==> src/rtl/mc_cpu_pkg.sv <==
// Shared definitions for the multicycle CPU control path: the default phase
// depth, fixed phase indices, sequencer state encoding and the exception
// cause codes used by the CP0 entry logic.
package mc_cpu_pkg;

    // Default depth of the one-hot phase register.
    localparam int MC_MAX_PHASES = 5;

    // Phases with fixed meaning in every instruction.
    localparam int PH_FETCH  = 0;
    localparam int PH_DECODE = 1;

    // Exception cause codes written into CP0 Cause.ExcCode.
    typedef enum logic [4:0] {
        EXC_SYSCALL = 5'b01000,
        EXC_BREAK   = 5'b01001,
        EXC_TEQ     = 5'b01101
    } exc_cause_e;

    // Sequencer mode: normal phase stepping, or the single trap-entry cycle.
    typedef enum logic {
        SEQ_RUN  = 1'b0,
        SEQ_TRAP = 1'b1
    } seq_state_e;

    // Instruction length as the sequencer uses it: anything outside
    // [2, max_phases] runs the full depth.
    function automatic int eff_len(input int len, input int max_phases);
        return ((len < 2) || (len > max_phases)) ? max_phases : len;
    endfunction

endpackage

==> src/rtl/mc_perf_counter.sv <==
// Free-running CNT_W-bit event counter with enable; wraps from all-ones to 0.
// Used by mc_phase_sequencer when MC_SEQ_PERF_CNT_EN is defined.
module mc_perf_counter #(
    parameter int CNT_W = 32
) (
    input  logic             clk,
    input  logic             reset,
    input  logic             i_en,
    output logic [CNT_W-1:0] o_cnt
);

    logic [CNT_W-1:0] r_cnt;

    // Count one per enabled cycle; natural overflow provides the wrap.
    // NOTE: sequential state uses <= so every flop samples pre-edge values.
    always_ff @(posedge clk or negedge reset) begin
        if (!reset) begin
            r_cnt <= '0;
        end else if (i_en) begin
            r_cnt <= r_cnt + CNT_W'(1);
        end
    end

    assign o_cnt = r_cnt;

endmodule

==> src/rtl/mc_phase_sequencer.sv <==
// Timing-phase generator for the multicycle CPU. Produces a one-hot phase
// vector of configurable depth with per-instruction length, early end,
// memory wait states, an MDU start/done handshake and a trap-entry cycle.
// Optional performance counters are built when MC_SEQ_PERF_CNT_EN is defined;
// otherwise retire_cnt and stall_cnt are tied to zero.
module mc_phase_sequencer
    import mc_cpu_pkg::*;
#(
    parameter  int MAX_PHASES = MC_MAX_PHASES,
    parameter  int CNT_W      = 32,
    localparam int PW         = $clog2(MAX_PHASES)
) (
    input  logic                  clk,
    input  logic                  reset,
    input  logic [PW-1:0]         len,
    input  logic                  early_end,
    input  logic                  mem_wait,
    input  logic                  mdu_req,
    input  logic                  mdu_done,
    input  logic                  exc_req,
    output logic [MAX_PHASES-1:0] phase,
    output logic [PW-1:0]         phase_idx,
    output logic                  fetch,
    output logic                  mdu_start,
    output logic                  stall,
    output logic                  trap,
    output logic                  retire,
    output logic [CNT_W-1:0]      retire_cnt,
    output logic [CNT_W-1:0]      stall_cnt
);

    seq_state_e            r_state;
    seq_state_e            w_state_nxt;
    logic [MAX_PHASES-1:0] r_phase;
    logic [MAX_PHASES-1:0] w_phase_nxt;
    logic [PW-1:0]         r_idx;
    logic [PW-1:0]         w_idx_nxt;
    logic                  r_mdu_pend;
    logic                  w_mdu_pend_nxt;
    logic [PW-1:0]         w_last_idx;
    logic                  w_stall;
    logic                  w_mdu_start;
    logic                  w_retire;

    // Index of the final phase of the current instruction.
    assign w_last_idx = PW'(eff_len(int'(len), MAX_PHASES) - 1);

    // The trap cycle shows no phase at all; otherwise exactly one bit is set.
    assign w_phase_nxt = (w_state_nxt == SEQ_TRAP) ? '0
                                                   : (MAX_PHASES'(1) << w_idx_nxt);

    // State register: mode, one-hot phase, binary index and MDU pending flag.
    always_ff @(posedge clk or negedge reset) begin
        if (!reset) begin
            r_state    <= SEQ_RUN;
            r_phase    <= MAX_PHASES'(1);
            r_idx      <= '0;
            r_mdu_pend <= 1'b0;
        end else begin
            r_state    <= w_state_nxt;
            r_phase    <= w_phase_nxt;
            r_idx      <= w_idx_nxt;
            r_mdu_pend <= w_mdu_pend_nxt;
        end
    end

    // Next phase and per-cycle strobes; in phase >= 2 the order is
    // exception, memory wait, MDU wait, end, advance.
    always_comb begin
        // NOTE: every output of this block is defaulted first so no path infers a latch.
        w_state_nxt    = r_state;
        w_idx_nxt      = r_idx;
        w_mdu_pend_nxt = r_mdu_pend;
        w_stall        = 1'b0;
        w_mdu_start    = 1'b0;
        w_retire       = 1'b0;

        if (r_state == SEQ_TRAP) begin
            w_state_nxt = SEQ_RUN;
            w_idx_nxt   = PW'(PH_FETCH);
        end else if (r_idx == PW'(PH_FETCH)) begin
            w_idx_nxt = PW'(PH_DECODE);
        end else if (r_idx == PW'(PH_DECODE)) begin
            if (len == PW'(2)) begin
                w_retire  = 1'b1;
                w_idx_nxt = PW'(PH_FETCH);
            end else begin
                w_idx_nxt = PW'(2);
            end
        end else if (exc_req) begin
            w_state_nxt    = SEQ_TRAP;
            w_idx_nxt      = PW'(PH_FETCH);
            w_mdu_pend_nxt = 1'b0;
        end else if (mem_wait) begin
            w_stall = 1'b1;
        end else if (r_mdu_pend && !mdu_done) begin
            w_stall = 1'b1;
        end else if (!r_mdu_pend && mdu_req) begin
            // Start cycle: any mdu_done seen here belongs to an older operation.
            w_mdu_start    = 1'b1;
            w_mdu_pend_nxt = 1'b1;
            w_stall        = 1'b1;
        end else begin
            w_mdu_pend_nxt = 1'b0;
            if ((r_idx == w_last_idx) || early_end) begin
                w_retire  = 1'b1;
                w_idx_nxt = PW'(PH_FETCH);
            end else begin
                w_idx_nxt = r_idx + PW'(1);
            end
        end
    end

    assign phase     = r_phase;
    assign phase_idx = r_idx;
    assign fetch     = r_phase[0];
    assign trap      = (r_state == SEQ_TRAP);
    assign stall     = w_stall;
    assign mdu_start = w_mdu_start;
    assign retire    = w_retire;

`ifdef MC_SEQ_PERF_CNT_EN
    mc_perf_counter #(.CNT_W(CNT_W)) u_retire_cnt (
        .clk   (clk),
        .reset (reset),
        .i_en  (w_retire),
        .o_cnt (retire_cnt)
    );

    mc_perf_counter #(.CNT_W(CNT_W)) u_stall_cnt (
        .clk   (clk),
        .reset (reset),
        .i_en  (w_stall),
        .o_cnt (stall_cnt)
    );
`else
    assign retire_cnt = '0;
    assign stall_cnt  = '0;
`endif

endmodule

==> config.mk <==
export PLATFORM = sky130hd
export DESIGN_NAME = mc_phase_sequencer
export DESIGN_NICKNAME = d
export VERILOG_FILES = /design/src/rtl/mc_cpu_pkg.sv /design/src/rtl/mc_perf_counter.sv /design/src/rtl/mc_phase_sequencer.sv
export SDC_FILE = /design/constraint.sdc
export NUM_CORES = 1
export LEC_CHECK = 0
export CAP_MARGIN = 25
export CORE_MARGIN = 5
export CORE_UTILIZATION = 32
export DETAILED_ROUTE_END_ITERATION = 8
export GPL_TIMING_DRIVEN = 0
export PLACE_DENSITY = 0.78
export SYNTH_ARGS = -nofsm -noshare
export SYNTH_HDL_FRONTEND = slang
export SYNTH_SLANG_ARGS = --single-unit
==> constraint.sdc <==
create_clock -name clk -period 1.68 [get_ports clk]
set_input_delay 0.168 -clock clk [delete_from_list [all_inputs] [get_ports clk]]
set_output_delay 0.168 -clock clk [all_outputs]
set_load 0.02 [all_outputs]
### Word level (Yosys, flattened, before mapping)

Index checks and enable logic that the tools add are counted.

| word-level totals | value |
|---|---|
| register bits | 10 |
| bits of input ports | 10 |
| output and inout bits | 77 |

| operators by class | value |
|---|---|
| add/sub/neg operators | 2 |
| $lt $le $gt $ge | 2 |
| equal/unequal tests | 5 |
| shift-type cells | 1 |
| muxes and demuxes | 40 |
| bitwise gates (word level) | 3 |
| reduce and logical (&&, ||, !) cells | 8 |

Operators with widths:

| operator | number |
|---|---|
| 1-bit two-way mux | 29 |
| 3-bit two-way mux | 9 |
| 5-bit two-way mux | 1 |
| 5-bit AND reduction | 1 |
| 1-bit by 3-bit left shift with 5-bit output (first input constant) | 1 |
| 3-bit by 1-bit adder with 3-bit output (second input constant) | 1 |
| 3-bit by 1-bit equality test with 1-bit output (second input constant) | 1 |
| 3-bit by 2-bit equality test with 1-bit output (second input constant) | 1 |
| 3-bit equality test | 1 |
| 3-bit > comparator (second input constant) | 1 |
| 3-bit logical NOT | 1 |
| 3-bit by 2-bit less-than comparator with 1-bit output (second input constant) | 1 |
| 1-bit NOT | 3 |
| 3-bit by 1-bit subtractor with 3-bit output (second input constant) | 1 |
| 1-bit logical AND | 2 |
| 1-bit logical NOT | 2 |
| 1-bit logical OR | 2 |
| 2-bit two-way mux | 1 |
| 2-bit by 1-bit != test with 1-bit output (second input constant) | 1 |
| 2-bit != test (second input constant) | 1 |

### Depth between registers and ports, before layout

Gate-level depths: netlist of run 1.

| logic depth | value |
|---|---|
| word-level depth | 16 |
| mapped depth | 9 |

### Least setup slack after synthesis of run 1

Ideal clock, no wire load.

| path | value |
|---|---|
| path type | flip-flop to output port |
| start | reg r_idx[0], in the netlist phase_idx[0] |
| end | out retire |
| arrival time | 1.829 ns |
| data required time | 1.512 ns |
| setup slack | -0.317 ns |
| stages on the path, launching flop included | 8 |
| buffers on the path | 0 |
| cell sequence | dfrtp_1 inv_1 ha_1 nor2_1 o21bai_1 nor2_1 nand2_1 o21ai_0 |

| on the way | value |
|---|---|
| word-level cells in the longest chain between the ends | 10 |
| elaborated cells between the ends (all ways) | 12 |
| classes of those cells | 2 x eq/ne; 8 x mux; 2 x reduce/logical |

RTL lines:

| item | RTL line | RTL |
|---|---|---|
| start: declaration | mc_phase_sequencer.sv:36 | `logic [PW-1:0] r_idx;` |
| start signal: assignment | mc_phase_sequencer.sv:62 | `r_idx <= w_idx_nxt;` |
| 3-bit equality test | mc_phase_sequencer.sv:105 | `if ((r_idx == w_last_idx) \|\| early_end) begin` |
| 1-bit logical OR | mc_phase_sequencer.sv:105 |  |
| 1-bit two-way mux | mc_phase_sequencer.sv:105 |  |
| 1-bit two-way mux | mc_phase_sequencer.sv:98 | `end else if (!r_mdu_pend && mdu_req) begin` |
| 1-bit two-way mux | mc_phase_sequencer.sv:96 | `end else if (r_mdu_pend && !mdu_done) begin` |
| 1-bit two-way mux | mc_phase_sequencer.sv:94 | `end else if (mem_wait) begin` |
| 1-bit two-way mux | mc_phase_sequencer.sv:90 | `end else if (exc_req) begin` |
| 1-bit two-way mux | mc_phase_sequencer.sv:83 | `end else if (r_idx == PW'(PH_DECODE)) begin` |
| 1-bit two-way mux * | mc_phase_sequencer.sv:81 | `end else if (r_idx == PW'(PH_FETCH)) begin` |
| 1-bit two-way mux * | mc_phase_sequencer.sv:78 | `if (r_state == SEQ_TRAP) begin` |
| end: declaration | mc_phase_sequencer.sv:27 | `output logic retire,` |

Every way passes the cells marked *; elsewhere a longest branch is shown, timed or not.

### Final worst setup path of run 1

| path | value |
|---|---|
| start | reg r_idx[2], in the netlist phase_idx[2] |
| end | reg r_phase[4], in the netlist phase[4] |

| on the way | value |
|---|---|
| word-level cells in the longest chain between the ends | 12 |
| elaborated cells between the ends (all ways) | 18 |
| classes of those cells | 1 x add/sub; 2 x eq/ne; 1 x shift; 12 x mux; 2 x reduce/logical |

RTL lines:

| item | RTL line | RTL |
|---|---|---|
| 3-bit equality test | mc_phase_sequencer.sv:105 |  |
| 1-bit logical OR | mc_phase_sequencer.sv:105 |  |
| 3-bit two-way mux | mc_phase_sequencer.sv:105 |  |
| 3-bit two-way mux | mc_phase_sequencer.sv:98 |  |
| 3-bit two-way mux | mc_phase_sequencer.sv:96 |  |
| 3-bit two-way mux | mc_phase_sequencer.sv:94 |  |
| 3-bit two-way mux | mc_phase_sequencer.sv:90 |  |
| 3-bit two-way mux | mc_phase_sequencer.sv:83 |  |
| 3-bit two-way mux * | mc_phase_sequencer.sv:81 |  |
| 3-bit two-way mux * | mc_phase_sequencer.sv:78 |  |
| named net w_idx_nxt[1] | mc_phase_sequencer.sv:37 | `logic [PW-1:0] w_idx_nxt;` |
| 1-bit by 3-bit left shift with 5-bit output * | mc_phase_sequencer.sv:50 | `: (MAX_PHASES'(1) << w_idx_nxt);` |
| 5-bit two-way mux * | mc_phase_sequencer.sv:49 | `assign w_phase_nxt = (w_state_nxt == SEQ_TRAP) ? '0` |
| named net w_phase_nxt[4] | mc_phase_sequencer.sv:35 | `logic [MAX_PHASES-1:0] w_phase_nxt;` |
| end signal: assignment | mc_phase_sequencer.sv:61 | `r_phase <= w_phase_nxt;` |
| end: declaration | mc_phase_sequencer.sv:34 | `logic [MAX_PHASES-1:0] r_phase;` |

The timed path passes the listed nets; every way through them passes the cells marked *.
A chain may end at the register's enable or synchronous reset.

==> impl_metrics.ini, run 1 <==
[status]
run_status = finished, violations left
violations = negative setup slack

[synth]
yosysMostFrequentCell = buf_4
synth_edf_count = 0
synth.avg_cell_area_um2 = 8.63
synth_ff_type = dfrtp_1
ys_async_sr_fraction_pct = 100
synthTopCellsByArea = buf_4, dfrtp_1, ha_1
synth_top_area_share_pct = 40.4
post_synth_num_cell_types = 34
ys_seq_area_share_pct = 20.8
yosys_register_bits = 10
synthCells = 140
synth_largest_area_cell = buf_4
synth_area_um2 = 1210
synth_common_cells = buf_4, dfrtp_1, nor2_1
synth-warning-count = 0

[detailed_routing]
vias = 1073
via_per_inst = 3.55
routedWlPerCell_um = 9.66
drcViolationCount = 0
first_pass_iters = 4
wl_um = 2920
ant_nets = 0
drtIter0Drc = 27

[sta]
setup_viol = 10
hold_slack_ns = 0.240
setup_tns_ns = -1.43
drv_slew = 0
final.setup_skew_ns = 0.00171
rsz0062_at_grt = yes
finalCritPeriodShare_pct = 113
maxClockFrequency_ghz = 0.526
post-route-min-period_ns = 1.90
layout_setup_ws_ns = -0.220
hold_violations = 0

[floorplanning]
initial_core_util_pct = 33.0
core_area_um2 = 3660
ios = 87
fp.dieArea_um2 = 5110
rows = 22
die_x_um = 71.5
die_h_um = 71.5

[placed_design]
dpl-instance-area_um2 = 1790
io_buffer_count = 22
pre_cts_slack_ns = -1.02
dpl.hpwl_um = 2140
gp_congestion = 0.797

[cts]
clock-root-buffer = clkbuf_8
tritoncts = yes
path_clk_slew_ns = 0.05
cts_num_sinks = 10
htreeDepth = 1
clk_path_buf_depth = 2
cts_buffers = 3
clock_latency_ns = 0.24
cts_hold_buf = 0

[grt]
grt_overflow = 0
grt_pass1_vias = 1053
grt_pass1_wl_um = 4360
track_usage_pct = 10.4
grt_max_degree = 11
antenna_found_initial = 0

[worst_setup_path]
crit_type = reg -> reg
arrival_ns = 2.02
rrSetupSlack_ns = -0.22
crit_path_start = phase_idx[2]
path_cells = buf_6, xor2_4, xnor2_2, a41oi_4, o211ai_4, a211oi_4, buf_6, nor3b_2
rr_endpoint = phase[4]
cpPeakStageDelay_ns = 0.38
cpLargestDelayFamily = compound AO/OA/AOI/OAI gates
startpoint_type = register
r2r_cells = 8
worstPathRequired_ns = 1.80
crit_path_frequent_cell = buf_6
critPathSlowestCell = dfrtp_1
path_buf_inv = 2
r2r-start = phase_idx[2]
crit_fanout = 5
worst_setup_path_end_kind = register

[finish]
nets = 269
area_growth_pct = 79.5
fillCellCount = 345
stdcell_area_um2 = 2170
antennaDiodeCount = 0
drive_gt1_share_pct = 53.5
regArea_um2 = 254
multi_input_area_um2 = 856

[power_and_ir_drop]
p_leak_nw = 1.17
power.density_nw_per_um2 = 1130
ir_drop_v = 0.000440

[flow_run]
maxCapViolCount = 0

[worst_hold_path]
hold_path_class = in -> async
report_power, final:
group / internal, W / switching, W
clock network: 0.000206 / 0.0000967
registers: 0.000336 / 0.0000692
logic: 0.000900 / 0.000843
per-stage QoR:
step	utilization (%)	instances	power, W
2_1_floorplan	-	203	0.00126
3_3_place_gp	48.8	273	0.00156
4_1_cts	55.1	292	0.00225
3_5_place_dp	48.8	273	0.00158
6_report	59.3	302	0.00245
5_1_grt	59.3	302	0.00259
timing repair:
item / 4_1_cts / 5_1_grt
buffers inserted: 15 / 11
resized for setup: 45 / 21
pin swaps: 13 / 14
endpoints found under the setup margin: 12 / 11
layout by cell type (no fill, tap or decap), drive strengths merged, types with 2 or more instances in the layout:
cell	netlist	final
nor2	8	8
buf	67	97
nand2b	5	5
nor2b	4	4
nor3	5	5
clkbuf	0	4
nor3b	3	3
xor2	2	2
dfrtp	9	9
clkdlybuf4s50	0	15
or3	2	2
conb	1	64
ha	4	4
a21oi	3	3
xnor2	3	3
nand2	4	4
o211ai	2	2
inv	4	4
o21ai	4	4
logic make-up (layout without fill, tap and decap cells):
kind of cell    Yosys count  count (layout)  share of synthesized area, %
buf+inv                  71             122                          43.0
simple gates             35              35                          16.5
compound gates           13              13                          10.1
flops                    10              10                          20.8
xor+xnor                  5               5                          4.25
fa+ha+maj                 4               4                          4.14
other cells               1              64                         0.310
mux                       1               1                         0.932
cell type report:
type / count / area share [%]
Buffer: 66 / 23.0
Clock buffer: 4 / 2.54
Inverter: 4 / 0.807
Multi-Input combinational cell: 122 / 39.4
Sequential cell: 10 / 11.7
Tap cell: 48 / 2.77
Timing Repair Buffer: 48 / 19.7
sequential cells by signal, indices dropped and copies added, names as in the netlist:
name	flops
r_mdu_pend	1
phase	5
trap	1
phase_idx	3
metal layers:
layer | part of all wire (%) | vias up | track usage, %
met5 | 0 | - | 0
met3 | 9.7 | 5 | 3.79
met2 | 54 | 54 | 18.8
met4 | 1.1 | 0 | 3.13
li1 | - | 551 | -
met1 | 35 | 463 | 11.1
worst max-delay path by stage:
stage,end,slack [ns],depth (start not counted)
finish,phase[4],-0.22,8
global route,phase[4],-0.30,8
CTS,phase[4],-0.25,8
detailed placement,retire,-1.02,9
global placement,retire,-0.98,8
floorplan,phase[2],-0.11,8
Note: power is estimated with default switching activity, not from simulation.
==> inputs of run 2 (changes only) <==
--- a/config.mk
+++ b/config.mk
@@ -6,11 +6,13 @@
 export NUM_CORES = 1
 export LEC_CHECK = 0
 export CAP_MARGIN = 25
+export CORE_ASPECT_RATIO = 0.9
 export CORE_MARGIN = 5
 export CORE_UTILIZATION = 32
 export DETAILED_ROUTE_END_ITERATION = 8
 export GPL_TIMING_DRIVEN = 0
 export PLACE_DENSITY = 0.78
+export REMOVE_ABC_BUFFERS = 1
 export SYNTH_ARGS = -nofsm -noshare
 export SYNTH_HDL_FRONTEND = slang
 export SYNTH_SLANG_ARGS = --single-unit
==> impl_metrics.ini, run 2 (synthesized netlist as in run 1, its figures left out) <==
[cts]
clock_latency_ns = 0.24
cts_buffers = 3
path_clk_slew_ns = 0.05
cts_num_sinks = 10
clock-root-buffer = clkbuf_8
cts_hold_buf = 0
clk_path_buf_depth = 2
htreeDepth = 1
tritoncts = yes

[power_and_ir_drop]
ir_drop_v = 0.000414
p_leak_nw = 0.741
intPower_w = 0.00117
p_clk_share_pct = 12.4
power_frac_seq_pct = 19.0
p_comb_share_pct = 68.6
power.density_nw_per_um2 = 1400
p_switching_w = 0.000932
sw_frac_of_total_pct = 44.3

[finish]
stdcell_area_um2 = 1500
regArea_um2 = 254
final_common_cell = conb_1
nets = 193
antennaDiodeCount = 0
largest_reg_flops = 5
final_cell_mix = conb_1, buf_4, clkdlybuf4s50_1
area_growth_pct = 24.0
fillCellCount = 367
drive_gt1_share_pct = 29.8
fin_util_pct = 40.7
multi_input_area_um2 = 800

[sta]
rsz0062_at_grt = yes
finalCritPeriodShare_pct = 111
drv_slew = 0
final.setup_skew_ns = 0.00986
post-route-min-period_ns = 1.86
maxClockFrequency_ghz = 0.538
setup_viol = 8
layout_setup_ws_ns = -0.178
hold_violations = 0

[placed_design]
io_buffer_count = 22
dpl-instance-area_um2 = 1220
dpl.hpwl_um = 1770
gp_congestion = 0.684

[grt]
track_usage_pct = 8.56
grt_pass1_wl_um = 3280
antenna_found_initial = 0
grt_pass1_vias = 699
grt_max_degree = 11
grt_overflow = 0

[floorplanning]
die_h_um = 68.3
rows = 21
ios = 87
fp.dieArea_um2 = 5110
initial_core_util_pct = 32.9
core_area_um2 = 3680
die_x_um = 74.8

[worst_setup_path]
arrival_ns = 2.01
crit_fanout = 6
rrSetupSlack_ns = -0.18
crit_type = reg -> reg
worst_setup_path_end_kind = register
rr_endpoint = phase[0]
r2r_cells = 7
r2r-start = r_mdu_pend
worstPathRequired_ns = 1.83
startpoint_type = register

[worst_hold_path]
hold_path_class = in -> async

[status]
violations = negative setup slack
run_status = finished, violations left

[detailed_routing]
via_per_inst = 3.56
vias = 798
ant_nets = 0
first_pass_iters = 3
wl_um = 2410
routedWlPerCell_um = 10.7
drtIter0Drc = 22
drcViolationCount = 0

[flow_run]
maxCapViolCount = 0
[run 2: changes by cell type in the layout (fill, tap and decap cells not counted), sizes merged]
| cell | delta |
|---|---|
| buf | -76 |
[run 2: final cells by class]
cell class,count,area share [%]
multi-input cells,122,53.3
repair buffers,38,21.9
flip-flops and latches,10,16.9
well taps,46,3.84
clock buffers,4,3.01
inverters,4,1.00
[run 2: what timing repair did]
action | CTS | global route
setup buffers | 15 | 1
resized for setup | 50 | 10
setup endpoints to repair | 12 | 10
pin swaps | 14 | 2
[run 2: layer usage]
metal | track usage [%] | vias up | wire length, µm
met4 | 4.00 | 0 | 41
met3 | 2.06 | 4 | 250
met2 | 14.6 | 37 | 1250
met5 | 0 | - | 0
met1 | 10.1 | 362 | 867
li1 | - | 395 | -
[run 2: how the worst max path moves through the flow]
stage	slack, ns	cells past startpoint	start	to
after floorplan	-0.33	7	phase_idx[0]	retire
after global placement	-1.07	9	len[2]	retire
after detailed placement	-1.05	9	len[2]	retire
after CTS	-0.17	6	r_mdu_pend	phase[2]
after global routing	-0.28	7	r_mdu_pend	phase[0]
final	-0.18	7	r_mdu_pend	phase[0]
[run 2: power by group through the flow]
stage / Sequential, W / Clock (W) / Combinational (W)
2_1_floorplan: 0.000503 / 0 / 0.000571
3_3_place_gp: 0.000403 / 0 / 0.000971
3_5_place_dp: 0.000407 / 0 / 0.000991
4_1_cts: 0.000397 / 0.000268 / 0.00134
5_1_grt: 0.000413 / 0.000280 / 0.00155
6_report: 0.000400 / 0.000261 / 0.00144
[run 2: worst max-delay path, stage by stage (launching register included)]
cell and delay [ns]:
dfrtp_1 0.38, nor2b_4 0.13, or3_4 0.41, buf_4 0.16
o2111ai_2 0.25, a21oi_4 0.12, buf_4 0.14, nor3_1 0.17
[run 2: metrics by stage]
stage               hold WS, ns  setup WS [ns]  total power, W  setup TNS [ns]  instances
finish                    0.235         -0.178         0.00210           -1.12        224
global route              0.287         -0.279         0.00224           -1.91        224
CTS                       0.249         -0.166         0.00201          -0.904        223
global placement          0.501          -1.07         0.00137           -7.95        204
detailed placement        0.508          -1.05         0.00140           -8.22        204
floorplan                -0.128         -0.329         0.00107           -1.50        136
==> variant 1: new RTL, settings of run 1 <==
Make the reset (`reset`) synchronous in one clocked block.
--- a/src/rtl/mc_phase_sequencer.sv
+++ b/src/rtl/mc_phase_sequencer.sv
@@ -50,7 +50,7 @@
                                                    : (MAX_PHASES'(1) << w_idx_nxt);
 
     // State register: mode, one-hot phase, binary index and MDU pending flag.
-    always_ff @(posedge clk or negedge reset) begin
+    always_ff @(posedge clk) begin
         if (!reset) begin
             r_state    <= SEQ_RUN;
             r_phase    <= MAX_PHASES'(1);
Formal check against the unedited RTL: differs if reset is asserted again (counterexample within 4 cycles, from zero or initial values and one cycle with reset low); with reset held inactive, the same outputs for 10 cycles.
==> variant 1 against run 1 <==
  * The run still ends with negative setup slack left
  * Area after synthesis increased by 1.3%
  * Sequential cell count unchanged
  * Count of clock-buffer cells in the layout stayed put
  * Final area fell by 2.6%
  * Hold slack better by 0.10 ns
  * Critical path depth rose by 2
  * Wire length rose by 6.8%
  * Via count grew 0.28%
  * Setup slack better by 0.099 ns
Power is not compared: it rests on default switching activity, and its combinational part moved more than twofold at a synthesized area within 25%.
==> variant 1: results (changes against run 1) <==
* Main synth FF type: dfxtp_1
* CP max-delay cell: nor4b_4
* Maximum vdd drop at between 0.3 and 0.4 mV
* Post-DP HPWL at 2310 um (+7.8%)
* Ys async rst share at 0% (-100 points)
* Violated checks: negative setup slack
* Worst r2r path cells at 6 (-2)
* Hold path depth at 3
* Critical-path maximum fanout at 2 (-3)
* Dpl cell area at 1810 um^2 (+1.3%)
* Hold_ws at 0.341 ns (+0.100 ns)
* Delay-heaviest family, CP: XOR/XNOR gates
* Most frequent cells after synthesis: buf_4 (65), dfxtp_1 (10), inv_1 (7)
* First-pass GRT wire length at 4550 um (+4.3%)
* Crit path DAT at 1.63 ns (-0.39 ns)
* Crit-path max cell delay at 0.26 ns (-0.12 ns)
* Vias in the first global route at 1015 (-3.6%)
* Layout Nets at 264 (-1.9%)
* Htree depth at 1 (unchanged)
* Final setup violation count at 6 (-4)
* Layout cells sized above 1 at 51.8% (-1.7 points)
* Setup WS pre-CTS at -1.31 ns (-0.292 ns)
* Post-route worst setup slack at -0.122 ns (+0.0985 ns)
* Gp weighted congestion at 0.856 (+7.4%)
* R2r startpoint: r_mdu_pend
* WL/cell at 10.5 um (+8.5%)
* Via density at 3.62 (+2.0%)
* FF-to-FF End: phase[2]
* Outcome: finished, violations left
* Hold endpoint: trap
* GRT Util Overall at 11.2% (+0.80 points)
* Yosys cell types at 40 (+18%)
* P_leak at 1.08 nW
* Sequential share of the synthesized area at 16.3% (-4.5 points)
* HP Class: in -> reg
* Fillcell total at 347 (+0.58%)
* Inst Count DP at 283 (+3.7%)
* Setup TNS at -0.637 ns (+0.796 ns)
* Largest cells by area after synthesis: buf_4 (40%), dfxtp_1 (16%), ha_1 (4.1%)
* Hold path startpoint: exc_req
* Clock skew at 0.000782 ns (-0.000929 ns)
* Starting DRC count in detailed routing at 18 (-33%)
* Antenna violations before repair at 0 (unchanged)
* Largest net degree at the start of global routing at 11 (unchanged)
* Via count at 1076 (+0.28%)
* Reg2reg setup slack at -0.11 ns (+0.11 ns)
* Syn Inst Count at 150 (+7.1%)
## variant 1: layout make-up
class                           instances  area (um^2)  area share (%)
Multi-Input combinational cell        129          957            45.3
Buffer                                 65          488            23.1
Timing Repair Buffer                   33          308            14.6
Sequential cell                        10          213            10.1
Tap cell                               48         60.1            2.84
Clock buffer                            4         55.1            2.61
Inverter                                8         32.5            1.54
## variant 1: cells by family after synthesis
logic type / share of synthesized area (%)
adder cells (fa/ha/maj): 4.09
buffers and inverters: 43.2
flip-flops: 16.3
other: 0.306
AO/OA/AOI/OAI: 13.1
XOR/XNOR: 4.39
AND/OR/NAND/NOR: 18.6
## variant 1: what timing repair did
item / CTS / global route
pin swaps: 11 / 14
gates resized for setup: 45 / 28
buffers inserted: 7 / 4
setup endpoints to repair: 11 / 10
## variant 1: power by group
part / switching, W / total (W) / internal [W]
clock network: 0.0000879 / 0.000293 / 0.000205
logic: 0.000373 / 0.000703 / 0.000330
registers: 0.0000161 / 0.000272 / 0.000256
## variant 1: per-layer routing
| metal | GRT usage, % | routed length, um |
|---|---|---|
| met5 | 0 | 0 |
| met3 | 4.77 | 267 |
| met4 | 5.43 | 43 |
| met2 | 20.4 | 1740 |
| met1 | 10.6 | 1060 |
## variant 1: worst max-delay path by stage
stage | from | end | slack (ns) | cells past startpoint
finish | len[1] | retire | -0.12 | 10
CTS | len[2] | retire | -0.31 | 10
global route | len[1] | retire | -0.21 | 10
global placement | len[1] | retire | -1.31 | 10
detailed placement | len[1] | retire | -1.31 | 10
floorplan | len[1] | retire | -0.05 | 7
## variant 1: worst min-delay path, cell delays in order
cell,delay (ns)
dlymetal6s2s_1,0.22
nand2_1,0.10
nor2_1,0.04
==> variant 2: new RTL, settings of run 1 <==
Made on the original files. Build with the macro `MC_SEQ_PERF_CNT_EN` defined.
--- a/src/rtl/mc_phase_sequencer.sv
+++ b/src/rtl/mc_phase_sequencer.sv
@@ -3,6 +3,8 @@
 // memory wait states, an MDU start/done handshake and a trap-entry cycle.
 // Optional performance counters are built when MC_SEQ_PERF_CNT_EN is defined;
 // otherwise retire_cnt and stall_cnt are tied to zero.
+`define MC_SEQ_PERF_CNT_EN
+
 module mc_phase_sequencer
     import mc_cpu_pkg::*;
 #(
Behaviour: not the same (Yosys sat finds a counterexample within 4 cycles, from zero or initial values and one cycle with reset low).
==> variant 2 against run 1 <==
  * Total power is 130% higher
  * Setup slack lost 0.69 ns
  * Critical path depth up 2
  * Clock power grew to 4.6 times the old value
  * Area after synthesis rose to 2.9 times the old value
  * Sequential cell count grew 64
  * Largest cell class is now multi-input combinational cells
  * The flow still finishes with violations (negative setup slack)
  * Core utilization fell by 8.5 points
  * Final area grew to 2.5 times the old value
  * Wire length increased to 3.2 times the old value
==> variant 2: results (changes against run 1) <==
* Outcome: finished, violations left
* Violated checks: negative setup slack
* Htree depth at 3 (+2)
* Starting DRC count in detailed routing at 166 (+510%)
* Gp weighted congestion at 0.815 (+2.3%)
* Via density at 4.92 (+39%)
* Crit path DAT at 2.82 ns (+0.80 ns)
* Layout cells sized above 1 at 27.2% (-26 points)
* Maximum vdd drop at 0.666 mV (+51%)
* P_leak at 2.46 nW (+110%)
* Crit-path max cell delay at 0.52 ns (+0.14 ns)
* Post-route worst setup slack at -0.912 ns (-0.692 ns)
* Most frequent cells after synthesis: dfrtp_1 (73), xnor2_1 (54), nand2_1 (29)
* First-pass GRT wire length at 15100 um (+250%)
* Inst Count DP at 540 (+98%)
* Final setup violation count at 72 (+62)
* Vias in the first global route at 3022 (+190%)
* Non-filler cells, final at 585 (+94%)
* CTS Buf Count at 9 (+6)
* WL met3 at 567 um (+100%)
* Clock skew at 0.0118 ns (+0.0101 ns)
* Sequential share of the synthesized area at 52.8% (+32 points)
* CP max-delay cell: or4b_4
* Port-buffer cells at 86 (+290%)
* Layout Nets at 456 (+70%)
* Clock transition at the registers of the reported paths at 0.08 ns (+0.03 ns)
* Ant diodes at 0 (unchanged)
* Met2 WL at 4660 um (+200%)
* Syn_area_per_cell at 11.2 um^2 (+30%)
* Largest cells by area after synthesis: dfrtp_1 (52%), xnor2_1 (13%), nand4_1 (3.2%)
* Post-DP HPWL at 6100 um (+180%)
-- variant 2: where the power goes --
part           switching, W  internal, W  leakage, nW
Clock              0.000654     0.000729       0.0966
Sequential         0.000193      0.00197         1.01
Combinational       0.00102     0.000962         1.35
-- variant 2: logic make-up after synthesis --
kind of cell,count (synthesis),synth area share [%]
and+or+nand+nor,140,22.6
DFF,74,52.8
xor gates and xnor gates,66,16.5
AOI/OAI and AO/OA,15,3.95
buffers and inverters,10,1.46
adders and majority gates,6,2.14
muxes,2,0.606
-- variant 2: timing repair --
item                                    in CTS  in global routing
setup buffers                               14                 15
endpoints found under the setup margin      73                 82
hold buffers                                 1                  0
cloned                                       2                  0
resized for setup                           59                 67
pin swaps                                   20                 29
hold endpoints to repair                    73                  0
-- variant 2: metal layers --
layer,vias to the layer above,track usage (%)
li1,1346,-
met1,1436,18.3
met2,87,23.7
met3,11,3.47
met4,0,2.82
met5,-,0
-- variant 2: critical path: cells and delay by family, from the launching register on --
family	cells	cell delay, ns
simple gates	3	0.75
compound gates	2	0.57
buf+inv	3	0.45
flops	1	0.42
fa+ha+maj	1	0.16
xor+xnor	1	0.13
-- variant 2: stage by stage --
step	worst slack, ns	setup TNS [ns]	instance area, um^2
global placement	-2.37	-223.98	4620
floorplan	-0.832	-33.29	3580
finish	-0.912	-41.51	5480
detailed placement	-1.82	-72.59	4650
global route	-1.00	-47.87	5480
CTS	-0.926	-43.53	5130
-- variant 2: final timing paths --
kind | depth (start not counted) | startpoint | slack [ns] | end
worst max-delay path | 10 | phase_idx[1] | -0.91 | u_retire_cnt.o_cnt[13]
worst min-delay path | 2 | reset | 0.20 | u_stall_cnt.o_cnt[6]
worst max register to register | 10 | phase_idx[1] | -0.91 | u_retire_cnt.o_cnt[13]
worst min register to register | 1 | u_retire_cnt.o_cnt[31] | 0.48 | u_retire_cnt.o_cnt[31]
max in group asynchronous | 3 | reset | 0.90 | phase[0]
min in group clk | 1 | u_retire_cnt.o_cnt[31] | 0.48 | u_retire_cnt.o_cnt[31]
-- variant 2: cell type report --
class / instances / area, um^2
fillers: 962 / 5320
inverters: 4 / 17.5
plain buffers: 5 / 50.0
multi-input cells: 229 / 1990
repair buffers: 117 / 1190
clock inverters: 4 / 51.3
well taps: 140 / 175
clock buffers: 12 / 145
flip-flops and latches: 74 / 1860
